--- config.mk ---
export PLATFORM = sky130hd
export DESIGN_NAME = ternary_neuron_accum
export DESIGN_NICKNAME = d
export VERILOG_FILES = /design/src/rtl/ternary_neuron_accum.sv
export SDC_FILE = /design/constraint.sdc
export NUM_CORES = 1
export LEC_CHECK = 0
export BUFFER_PORTS_ARGS = -buffer_cell sky130_fd_sc_hd__buf_2
export CORE_ASPECT_RATIO = 0.75
export CORE_UTILIZATION = 45
export DETAILED_ROUTE_END_ITERATION = 8
export GPL_ROUTABILITY_DRIVEN = 0
export PLACE_DENSITY = 0.75
export SYNTH_ARGS = -nofsm -noshare
export SYNTH_HDL_FRONTEND = slang
export SYNTH_SLANG_ARGS = --single-unit
--- constraint.sdc ---
create_clock -name clk -period 3.3 [get_ports clk]
set_clock_uncertainty 0.2 [all_clocks]
set_input_delay 0.495 -clock clk [delete_from_list [all_inputs] [get_ports clk]]
set_output_delay 0.495 -clock clk [all_outputs]
set_load 0.01 [all_outputs]
--- src/rtl/ternary_neuron_accum.sv ---
// Ternary neuron back end: accumulates pos-neg popcounts per neuron, applies
// a two-threshold activation. Optional clamp when ACC_SAT_EN is defined.
module ternary_neuron_accum #(
  parameter int CNT_W   = 4,
  parameter int ACC_W   = 8,
  parameter int CHUNK_W = 4,
  parameter int THR_HI  = 2,
  parameter int THR_LO  = -2
) (
  input  logic               clk,
  input  logic               rst_n,
  input  logic               in_valid,
  output logic               in_ready,
  input  logic [CNT_W-1:0]   in_pos,
  input  logic [CNT_W-1:0]   in_neg,
  input  logic               in_last,
  output logic               out_valid,
  input  logic               out_ready,
  output logic [1:0]         out_act,
  output logic [ACC_W-1:0]   out_sum,
  output logic [CHUNK_W:0]   out_chunks,
  output logic               out_sat,
  output logic               out_forced
);

  typedef enum logic [1:0] {
    IDLE,
    ACCUM,
    RESULT
  } state_e;

`ifdef ACC_SAT_EN
  localparam int DW = ACC_W + 1;
  localparam int SW = ACC_W + 2;
  localparam logic signed [ACC_W-1:0] ACC_MAX =
    {1'b0, {(ACC_W-1){1'b1}}};
  localparam logic signed [ACC_W-1:0] ACC_MIN =
    {1'b1, {(ACC_W-1){1'b0}}};
`else
  // Wrapping mod 2^ACC_W only needs the low ACC_W bits of the difference
  localparam int DW = ACC_W;
`endif

  localparam logic signed [ACC_W-1:0] THR_HI_C = ACC_W'(THR_HI);
  localparam logic signed [ACC_W-1:0] THR_LO_C = ACC_W'(THR_LO);
  localparam logic [CHUNK_W:0] CNT_LAST =
    (CHUNK_W+1)'((1 << CHUNK_W) - 1);
  localparam logic [CHUNK_W:0] CNT_ONE = (CHUNK_W+1)'(1);

  state_e state_q, state_d;

  logic signed [ACC_W-1:0] acc_q, acc_d;
  logic [CHUNK_W:0]        cnt_q, cnt_d;
  logic [1:0]              act_q, act_d;
  logic [ACC_W-1:0]        sum_q, sum_d;
  logic [CHUNK_W:0]        chunks_q, chunks_d;
  logic                    forced_q, forced_d;

  logic signed [DW-1:0]    delta;
  logic signed [ACC_W-1:0] acc_next;
  logic [1:0]              act_next;
  logic                    beat;
  logic                    at_limit;
  logic                    close;
  logic                    hs;

  always_comb begin
    delta = $signed(DW'(in_pos) - DW'(in_neg));
  end

`ifdef ACC_SAT_EN
  logic signed [SW-1:0] sum_w;
  logic                 clamp;
  logic                 sat_q, sat_d;

  always_comb begin
    sum_w    = SW'(acc_q) + SW'(delta);
    clamp    = (sum_w[SW-1:ACC_W-1] != '0) &&
               (sum_w[SW-1:ACC_W-1] != '1);
    acc_next = sum_w[ACC_W-1:0];
    if (clamp) begin
      acc_next = sum_w[SW-1] ? ACC_MIN : ACC_MAX;
    end
  end

  always_comb begin
    sat_d = sat_q;
    if (beat && clamp) begin
      sat_d = 1'b1;
    end
    if (hs) begin
      sat_d = 1'b0;
    end
  end

  always_ff @(posedge clk) begin
    if (!rst_n) begin
      sat_q <= 1'b0;
    end else begin
      sat_q <= sat_d;
    end
  end

  assign out_sat = sat_q;
`else
  always_comb begin
    acc_next = acc_q + delta;
  end

  assign out_sat = 1'b0;
`endif

  always_comb begin
    act_next = 2'b00;
    if (acc_next >= THR_HI_C) begin
      act_next = 2'b01;
    end else if (acc_next <= THR_LO_C) begin
      act_next = 2'b11;
    end
  end

  assign beat     = in_valid && in_ready;
  assign at_limit = (cnt_q == CNT_LAST);
  assign close    = beat && (in_last || at_limit);
  assign hs       = (state_q == RESULT) && out_ready;

  // State register
  always_ff @(posedge clk) begin
    if (!rst_n) begin
      state_q <= IDLE;
    end else begin
      state_q <= state_d;
    end
  end

  // Next-state logic
  always_comb begin
    state_d = state_q;
    unique case (state_q)
      IDLE, ACCUM: begin
        if (beat) begin
          state_d = close ? RESULT : ACCUM;
        end
      end
      RESULT: begin
        if (out_ready) begin
          state_d = IDLE;
        end
      end
      default: state_d = IDLE;
    endcase
  end

  // Handshake outputs depend on state only
  always_comb begin
    in_ready  = (state_q != RESULT);
    out_valid = (state_q == RESULT);
  end

  always_comb begin
    acc_d    = acc_q;
    cnt_d    = cnt_q;
    act_d    = act_q;
    sum_d    = sum_q;
    chunks_d = chunks_q;
    forced_d = forced_q;
    if (beat) begin
      acc_d = acc_next;
      cnt_d = cnt_q + CNT_ONE;
    end
    if (close) begin
      sum_d    = acc_next;
      chunks_d = cnt_q + CNT_ONE;
      act_d    = act_next;
      forced_d = at_limit && !in_last;
    end
    if (hs) begin
      acc_d = '0;
      cnt_d = '0;
    end
  end

  always_ff @(posedge clk) begin
    if (!rst_n) begin
      acc_q    <= '0;
      cnt_q    <= '0;
      act_q    <= '0;
      sum_q    <= '0;
      chunks_q <= '0;
      forced_q <= 1'b0;
    end else begin
      acc_q    <= acc_d;
      cnt_q    <= cnt_d;
      act_q    <= act_d;
      sum_q    <= sum_d;
      chunks_q <= chunks_d;
      forced_q <= forced_d;
    end
  end

  assign out_act    = act_q;
  assign out_sum    = sum_q;
  assign out_chunks = chunks_q;
  assign out_forced = forced_q;

endmodule

==> results.cfg, run 1 <==
[detailed_routing]
drt_pass1_iterations = 4
vias = 1520
ant_nets = 0
drc = 0
detail_route.wl_per_cell_um = 12.07
drt-initial-drc-count = 90
vias_per_cell = 5.000
wl_um = 3670

[finish]
stdcell_area_um2 = 2170
syn_to_final_growth_pct = 29.60
drive_above_1_share_pct = 27.56
nFillCells = 308
num_antenna_cells = 0
nets = 282
utilization_pct = 63.38

[logic_synthesis]
ys_seq_area_share_pct = 37.07
synthTopCellsByArea = dfxtp_1 37%, ha_1 10%, nand2_1 9.2%
yosys.area.top_type = dfxtp_1
yosys_warnings = 0
synth_most_common_cell = nand2_1
netlist_area_um2 = 1674
synth_common_cells = 41 x nand2_1, 31 x dfxtp_1, 22 x a21oi_1, 15 x nor2_1, 14 x ha_1
ys_types = 40
ys_ff_latch = 31
syn_area_per_cell_um2 = 8.371
ys.flop_type = dfxtp_1
synthArstFlopShare_pct = 0
synth_top_area_share_pct = 37.07
synthCells = 200
synth_nets = 229
synth-edff-count = 0

[outcome]
outcome = finished, final reports clean

[sta]
worst_slew_pin_slew_ns = 0.5938
relSlewSlack_pct = 60.27
hold_violations = 0
finalCritPeriodShare_pct = 93.80
clock.fmax_mhz = 323.1
slew_violations = 0
fin_ws_ns = 0.2047
period_needed_ns = 3.095
holdWs_ns = 0.2215
finalSetupViolations = 0

[global_routing]
grt_max_degree = 20
grt_usage_pct = 19.65
gr-total-overflow = 0
grt_pass1_wl_um = 5823
antenna_found_initial = 0
grt_pass1_vias = 1305

[hold_path]
hold_depth = 2
hold_path_class = in -> reg
min_to = out_forced$_SDFFE_PN0P_
min_from = in_last

[place]
place_hpwl_um = 2739
dpl_cell_area_um2 = 1994
dp_slack_ns = -0.1829
io_buffers = 30

[die]
start_util_pct = 48.90
die_w_um = 72.43
die_area_um2 = 3971
die_h_um = 54.82
core-area_um2 = 3423
io_pins = 32
rows = 18

[cts]
root_buffer = clkbuf_8
clock-sinks = 31
cts_buffers = 5
htree_levels = 2
cts_tree = built
cts.path.max_buffers = 2
clk_pin_slew_ns = 0.06
cts.hold.buffers_added = 0
insertion_delay_ns = 0.28

[setup_path]
reg2reg_from = acc_q[0]$_SDFFE_PP0P_
worst_path_max_delay_cell = fa_1
crit_required_ns = 3.25
cpLargestDelayFamily = compound AO/OA/AOI/OAI gates
crit_path_cell_trace = buf_2, inv_1, ha_1, inv_1, fa_1, a21o_1, a21oi_4, ha_1, and3b_1, a2111oi_4, o311ai_4, buf_4, buf_4, nand2_1, a21oi_1
path_buf_inv = 5
crit_start = in_pos[0]
worst-path-stages = 15
start_kind = input pin
arrival_ns = 3.05
r2r_slack_ns = 0.78
worstSetupEndpointType = flip-flop
worstSetupPathType = in -> reg
cp_max_fo = 4
cpPeakStageDelay_ns = 0.40
r2r_cells = 9
rr_endpoint = out_act[0]$_SDFFE_PN0P_

[power_and_ir_drop]
peakVddDrop_mv = 0.5429
p_int_uw = 862.4
power_leakage_nw = 0.9915
clkPwrFrac_pct = 21.7
comb_power_share_pct = 44.2
power_switching_uw = 450.9
p_total_mw = 1.313
sequentialPowerShare_pct = 34.1
cellPowerDensity_nw_per_um2 = 605.3
sw_frac_of_total_pct = 34.34

[flow_run]
drv_cap = 0
-- cells in the final DEF, fill, tap and decap left out, drive strengths merged --
| master | n |
|---|---|
| a2111oi | 1 |
| a211o | 1 |
| a211oi | 9 |
| a21o | 2 |
| a21oi | 23 |
| and2 | 1 |
| and3 | 1 |
| and3b | 1 |
| buf | 54 |
| clkbuf | 7 |
| clkinv | 2 |
| conb | 1 |
| dfxtp | 31 |
| fa | 2 |
| ha | 14 |
| inv | 11 |
| nand2 | 41 |
| nand2b | 3 |
| nand3 | 2 |
| nand3b | 1 |
| nand4 | 1 |
| nor2 | 15 |
| nor2b | 2 |
| nor3 | 2 |
| nor4b | 1 |
| o211ai | 1 |
| o21ai | 4 |
| o221ai | 1 |
| o22a | 1 |
| o311ai | 1 |
| o31ai | 2 |
| or3 | 2 |
| or4b | 1 |
| xnor2 | 5 |
| xor2 | 7 |
-- what timing repair did --
item                       CTS  global route
gates resized for setup      0             7
setup buffers                0             5
setup endpoints to repair    0             2
-- per-stage QoR --
stage / setup TNS, ns / cells
2_1_floorplan: 0 / 200
3_3_place_gp: 0 / 291
3_5_place_dp: -0.3831 / 291
4_1_cts: 0 / 299
5_1_grt: -0.001131 / 304
6_report: 0 / 304
-- area by class of cell --
| cell class | instances | area (um^2) | area share, % |
|---|---|---|---|
| Inverter | 12 | 45.04 | 2.076 |
| Clock inverter | 1 | 5.005 | 0.2307 |
| Sequential cell | 31 | 620.6 | 28.60 |
| Timing Repair Buffer | 54 | 330.3 | 15.22 |
| Tap cell | 50 | 62.56 | 2.884 |
| Clock buffer | 7 | 76.32 | 3.518 |
| Multi-Input combinational cell | 149 | 1030 | 47.46 |
-- power groups by stage --
stage,Combinational (mW),Clock (mW),Sequential (mW)
after floorplan,0.285,0,0.459
after global placement,0.477,0,0.454
after detailed placement,0.486,0,0.454
after CTS,0.490,0.289,0.446
after global routing,0.637,0.304,0.453
final,0.581,0.285,0.448
-- sequential cells by signal (all words and copies together) (netlist names) --
signal      flops
out_act         2
acc_q           8
state_q         2
out_sum         8
out_chunks      5
out_forced      1
cnt_q           5
-- how the worst max path moves through the flow --
stage                         endpoint  slack, ns
5_1_grt        out_act[1]$_SDFFE_PN0P_     -0.001
3_3_place_gp   out_act[0]$_SDFFE_PN0P_      0.006
4_1_cts        out_act[0]$_SDFFE_PN0P_       0.11
2_1_floorplan  out_act[0]$_SDFFE_PN0P_       0.16
6_report       out_sum[6]$_SDFFE_PN0P_       0.20
3_5_place_dp   out_act[0]$_SDFFE_PN0P_      -0.18
-- per-layer routing --
| layer | wire length, um | vias to the layer above | part of all wire [%] | track usage (%) |
|---|---|---|---|---|
| met2 | 1637 | 32 | 45 | 30.69 |
| met1 | 1823 | 704 | 50 | 26.44 |
| met4 | 29 | 0 | 0.79 | 5.882 |
| met5 | 0 | - | 0 | 0 |
| met3 | 180 | 4 | 4.9 | 5.709 |
| li1 | - | 780 | - | - |
-- cells by family after synthesis --
family          after synthesis  synth area share [%]
flops                        31                 37.07
simple gates                 74                 19.88
fa+ha+maj                    16                 12.86
buf+inv                      20                 4.783
xor+xnor                     12                 6.278
compound gates               46                 18.91
other cells                   1                0.2240
-- worst register-to-register path: cells and delay by family (launching register included) --
kind            cells  cell delay [ns]
simple gates        4             1.00
fa+ha+maj           2             0.57
flops               1             0.34
compound gates      1             0.13
xor+xnor            1             0.10
buf+inv             1             0.06
No activity file was read; power rests on OpenSTA's default activity.
==> run 2: changes to the inputs <==
Settings changed: PLACE_DENSITY 0.75 to 0.78.
Clock period 3.3 ns to 2.5 ns, I/O delays scaled along.
==> run 2 against run 1 <==
  * The run now ends with negative setup slack left
  * Sequential share of layout area decreased by 3.0 points
  * Largest power group unchanged
  * First-iteration DRC count increased by 10%
  * Design area increased by 12%
  * Core utilization increased by 7.4 points
  * Flip-flop and latch count unchanged
  * Routed wire length increased by 13%
  * Global-route usage increased by 2.1 points
  * Final cell count increased by 4.3%
==> results.cfg, run 2 (synthesized netlist as in run 1, its figures left out) <==
[outcome]
outcome = finished with violations
violations = negative setup slack

[setup_path]
reg2reg_from = acc_q[0]$_SDFFE_PP0P_
crit_path_cell_trace = buf_8, inv_12, ha_4, inv_2, fa_2, a21o_1, a21oi_4, buf_6, ha_4, and3b_1, a2111oi_4, o311ai_4, buf_4, buf_4, nand2_2, a21oi_2
r2r_cells = 9
cpPeakStageDelay_ns = 0.37
crit_required_ns = 2.47
worstSetupEndpointType = flip-flop
worst_path_max_delay_cell = a2111oi_4
worstSetupPathType = in -> reg
cp_max_fo = 4
start_kind = input pin
crit_start = in_pos[0]
arrival_ns = 2.85

[power_and_ir_drop]
clkPwrFrac_pct = 19.6
cellPowerDensity_nw_per_um2 = 779.2
power_switching_uw = 661.6
peakVddDrop_mv = 0.4890
p_int_mw = 1.227
sw_frac_of_total_pct = 35.04
comb_power_share_pct = 48.8
sequentialPowerShare_pct = 31.5
power_leakage_nw = 1.073

[sta]
holdWs_ns = 0.09780
worst_slew_pin_slew_ns = 0.5135
period_needed_ns = 2.886
clock.fmax_mhz = 346.5
relSlewSlack_pct = 65.69
grt_setup_unrepaired = true
setup_tns_ns = -2.074
finalCritPeriodShare_pct = 115.5
slew_violations = 0
finalSetupViolations = 8
hold_violations = 0
fin_ws_ns = -0.3863

[detailed_routing]
vias_per_cell = 4.975
drt_pass1_iterations = 4
detail_route.wl_per_cell_um = 13.06
wl_um = 4139
drt-initial-drc-count = 99
drc = 0
ant_nets = 0
vias = 1577

[finish]
num_antenna_cells = 0
layout.cells.non_filler = 317
final_cell_mix = 36 x nand2_1, 36 x buf_4, 31 x dfxtp_1
nets = 295
syn_to_final_growth_pct = 44.77
drive_above_1_share_pct = 39.70
nFillCells = 275

[die]
core-area_um2 = 3423
die_area_um2 = 3971
die_h_um = 54.82
rows = 18
die_w_um = 72.43
start_util_pct = 48.90
io_pins = 32

[cts]
clock-sinks = 31
root_buffer = clkbuf_8
insertion_delay_ns = 0.28
cts_tree = built
cts.path.max_buffers = 2
clk_pin_slew_ns = 0.06
htree_levels = 2
cts_buffers = 5

[hold_path]
hold_path_class = in -> reg
hold_depth = 2
min_from = in_last

[flow_run]
drv_cap = 0

[place]
placedCellCount = 300
place_hpwl_um = 2874
io_buffers = 30

[global_routing]
antenna_found_initial = 0
grt_pass1_vias = 1363
grt_usage_pct = 21.79
grt_pass1_wl_um = 6382
gr-total-overflow = 0
grt_max_degree = 20
-- run 2: changes by cell type in the layout (fill, tap and decap cells not counted), sizes merged --
cell	delta
buf	+13
-- run 2: final timing paths --
check,end,slack [ns]
setup / recovery,out_sum[6]$_SDFFE_PN0P_,-0.39
hold / removal,out_forced$_SDFFE_PN0P_,0.1
setup reg to reg,out_act[0]$_SDFFE_PN0P_,0.05
hold reg to reg,state_q[0]$_SDFFE_PN0P_,0.25
-- run 2: through the flow --
stage / cell area (um^2) / utilization, % / worst slack [ns] / total power [mW]
after floorplan: 1792 / - / -0.4524 / 1.060
final: 2424 / 70.80 / -0.3863 / 1.888
after global placement: 2180 / 63.67 / -0.6592 / 1.356
after detailed placement: 2180 / 63.67 / -0.7413 / 1.376
after global routing: 2424 / 70.80 / -0.5070 / 1.995
after CTS: 2357 / 68.86 / -0.3816 / 1.821
-- run 2: cell type report --
type | count | area [um^2] | share of cell area [%]
Clock buffer | 7 | 76.32 | 3.149
Clock inverter | 1 | 5.005 | 0.2065
Inverter | 12 | 57.56 | 2.375
Multi-Input combinational cell | 149 | 1160 | 47.86
Sequential cell | 31 | 620.6 | 25.61
Tap cell | 50 | 62.56 | 2.581
Timing Repair Buffer | 67 | 441.7 | 18.22
-- run 2: repair_timing --
| item | CTS | global route |
|---|---|---|
| pin swaps | 11 | 17 |
| buffers inserted | 5 | 4 |
| setup endpoints to repair | 10 | 10 |
| hold buffers | 0 | 0 |
| gates resized for setup | 12 | 10 |
-- run 2: per-layer routing --
layer / vias to the layer above / global-route usage, % / share of wire (%)
met1: 739 / 27.87 / 47
met4: 0 / 6.536 / 0.51
met3: 4 / 6.446 / 3.6
li1: 805 / - / -
met2: 29 / 35.98 / 49
met5: - / 0 / 0
-- run 2: power by group through the flow --
| stage | sequential, mW | combinational (mW) | clock [mW] |
|---|---|---|---|
| finish | 0.595 | 0.922 | 0.371 |
| global route | 0.602 | 0.995 | 0.399 |
| CTS | 0.594 | 0.849 | 0.377 |
| detailed placement | 0.605 | 0.771 | 0 |
| global placement | 0.603 | 0.753 | 0 |
| floorplan | 0.610 | 0.449 | 0 |
-- run 2: worst max-delay path: cells and delay by family --
family	cells	cell delay [ns]
AOI/OAI and AO/OA	5	0.95
adders and majority gates	3	0.65
buffers and inverters	6	0.60
and+or+nand+nor	2	0.26
==> run 3: changes to the inputs <==
Settings changed: CELL_PAD_IN_SITES_DETAIL_PLACEMENT set to 0, CELL_PAD_IN_SITES_GLOBAL_PLACEMENT set to 1, CORE_UTILIZATION 45 to 36, PLACE_DENSITY 0.78 to 0.82, RECOVER_POWER set to 50.
==> run 3 against run 2 <==
  * The run still ends with negative setup slack left
  * Count of clock-buffer cells in the layout increased by 1
  * Design area rose by 0.52%
  * Final cell count is 0.95% higher
  * Via count is 2.2% lower
  * Critical path type unchanged
  * Largest cell class unchanged
  * Largest power group unchanged
==> results.cfg, run 3 (synthesized netlist as in run 1, its figures left out) <==
[finish]
final_common_cell = nand2_1
final_cell_mix = 32 x nand2_1, 31 x dfxtp_1, 30 x buf_4
stdcell_area_um2 = 2436
nets = 291
num_antenna_cells = 0
drive_above_1_share_pct = 34.22
syn_to_final_growth_pct = 45.52
nFillCells = 431

[place]
io_buffers = 30
place_hpwl_um = 2771
dpl_cell_area_um2 = 2173

[cts]
insertion_delay_ns = 0.27
clk_pin_slew_ns = 0.06
cts_buffers = 5
cts.hold.buffers_added = 0
cts_tree = built
cts.path.max_buffers = 2
clock-sinks = 31
htree_levels = 2
root_buffer = clkbuf_8

[detailed_routing]
wl_um = 3899
drt-initial-drc-count = 59
vias_per_cell = 4.819
drc = 0
detail_route.wl_per_cell_um = 12.18
drt_pass1_iterations = 4
ant_nets = 0
vias = 1542

[setup_path]
crit_path_cell_trace = buf_8, inv_12, ha_4, inv_2, fa_2, ha_1, a211oi_2, buf_4, buf_4, o31ai_4, buf_4, xor2_2, nand2_1, o211ai_1, o221ai_1
start_kind = input pin
arrival_ns = 2.82
cp_max_fo = 2
worst_path_max_delay_cell = fa_2
worstSetupPathType = in -> reg
path_common_cell = buf_4
worstSetupEndpointType = flip-flop
crit_required_ns = 2.45
cpPeakStageDelay_ns = 0.45

[power_and_ir_drop]
power_leakage_nw = 1.016
peakVddDrop_mv = 0.5001
cellPowerDensity_nw_per_um2 = 812.5

[die]
start_util_pct = 37.48
core-area_um2 = 4467
rows = 21
die_w_um = 80.74
die_h_um = 61.06
io_pins = 32
die_area_um2 = 4930

[sta]
relSlewSlack_pct = 65.45
worst_slew_pin_slew_ns = 0.5170
fin_ws_ns = -0.3676
period_needed_ns = 2.868
setup_tns_ns = -2.355
grt_setup_unrepaired = true
finalCritPeriodShare_pct = 114.7
finalSetupViolations = 8
hold_violations = 0
clock.fmax_mhz = 348.7
slew_violations = 0

[global_routing]
grt_pass1_vias = 1350
busiest_layer = met2
met2_usage_pct = 25.54
grt_max_degree = 20
grt_usage_pct = 16.48
gr-total-overflow = 0
grt_pass1_wl_um = 6141
grtUsageMet1_pct = 23.34
antenna_found_initial = 0
use_met3_pct = 4.889

[hold_path]
hold_path_class = in -> reg

[outcome]
outcome = finished with violations
violations = negative setup slack

[flow_run]
drv_cap = 0
==> run 3: cell types whose count changed in the layout (fill, tap and decap cells not counted), moves of 3 or more <==
cell,previous run,this run
nand2_4,0,3
nand2_1,36,32
buf_4,36,30
buf_2,29,12
clkbuf_1,2,18
==> run 3: final timing paths <==
kind	endpoint	startpoint	slack, ns	cells past startpoint
worst min-delay path	out_forced$_SDFFE_PN0P_	in_last	0.10	2
worst max register to register	out_act[0]$_SDFFE_PN0P_	acc_q[0]$_SDFFE_PP0P_	0.12	9
worst max-delay path	out_act[0]$_SDFFE_PN0P_	in_pos[0]	-0.37	15
worst min register to register	out_sum[0]$_SDFFE_PN0P_	out_sum[0]$_SDFFE_PN0P_	0.26	2
==> run 3: metal layers <==
| layer | up-vias | part of all wire (%) |
|---|---|---|
| met5 | - | 0 |
| met1 | 713 | 52 |
| met3 | 2 | 3.5 |
| met2 | 23 | 44 |
| li1 | 804 | - |
| met4 | 0 | 0.15 |
==> run 3: critical path: cells and delay by family <==
family          cells  cell delay, ns
buf+inv             6            0.63
fa+ha+maj           3            0.89
xor+xnor            1            0.13
compound gates      4            0.71
simple gates        1            0.07
==> run 3: where the power goes <==
part	leakage [nW]	switching (mW)	total [mW]	internal (mW)
clock network	0.0515	0.173	0.424	0.251
logic	0.711	0.464	0.961	0.497
registers	0.254	0.0405	0.594	0.553
total	1.02	0.678	1.98	1.30
==> run 3: per-stage QoR <==
| stage | std cells | util, % | worst slack (ns) | power [mW] | hold WS (ns) |
|---|---|---|---|---|---|
| global placement | 305 | 48.66 | -0.6831 | 1.355 | 0.2428 |
| floorplan | 200 | - | -0.4524 | 1.060 | 0.2233 |
| CTS | 317 | 53.17 | -0.3355 | 1.890 | 0.1018 |
| global route | 320 | 54.54 | -0.4870 | 2.101 | 0.1080 |
| finish | 320 | 54.54 | -0.3676 | 1.979 | 0.1042 |
| detailed placement | 305 | 48.66 | -0.7085 | 1.355 | 0.2487 |
==> run 3: cell type report <==
type                       instances  area (um^2)  share of cell area, %
tap                               57        71.32                  2.928
clock buffer                       8        100.1                  4.109
inverter                          12        57.56                  2.363
multi-input combinational        149         1189                  48.79
timing repair buffer              63        397.9                  16.33
sequential                        31        620.6                  25.48
==> run 3: repair_timing <==
item | in CTS | in global routing
setup endpoints to repair | 10 | 11
setup buffers | 4 | 3
resized for setup | 16 | 15
gates cloned | 0 | 0
pin swaps | 6 | 14
hold endpoints to repair | 0 | 0
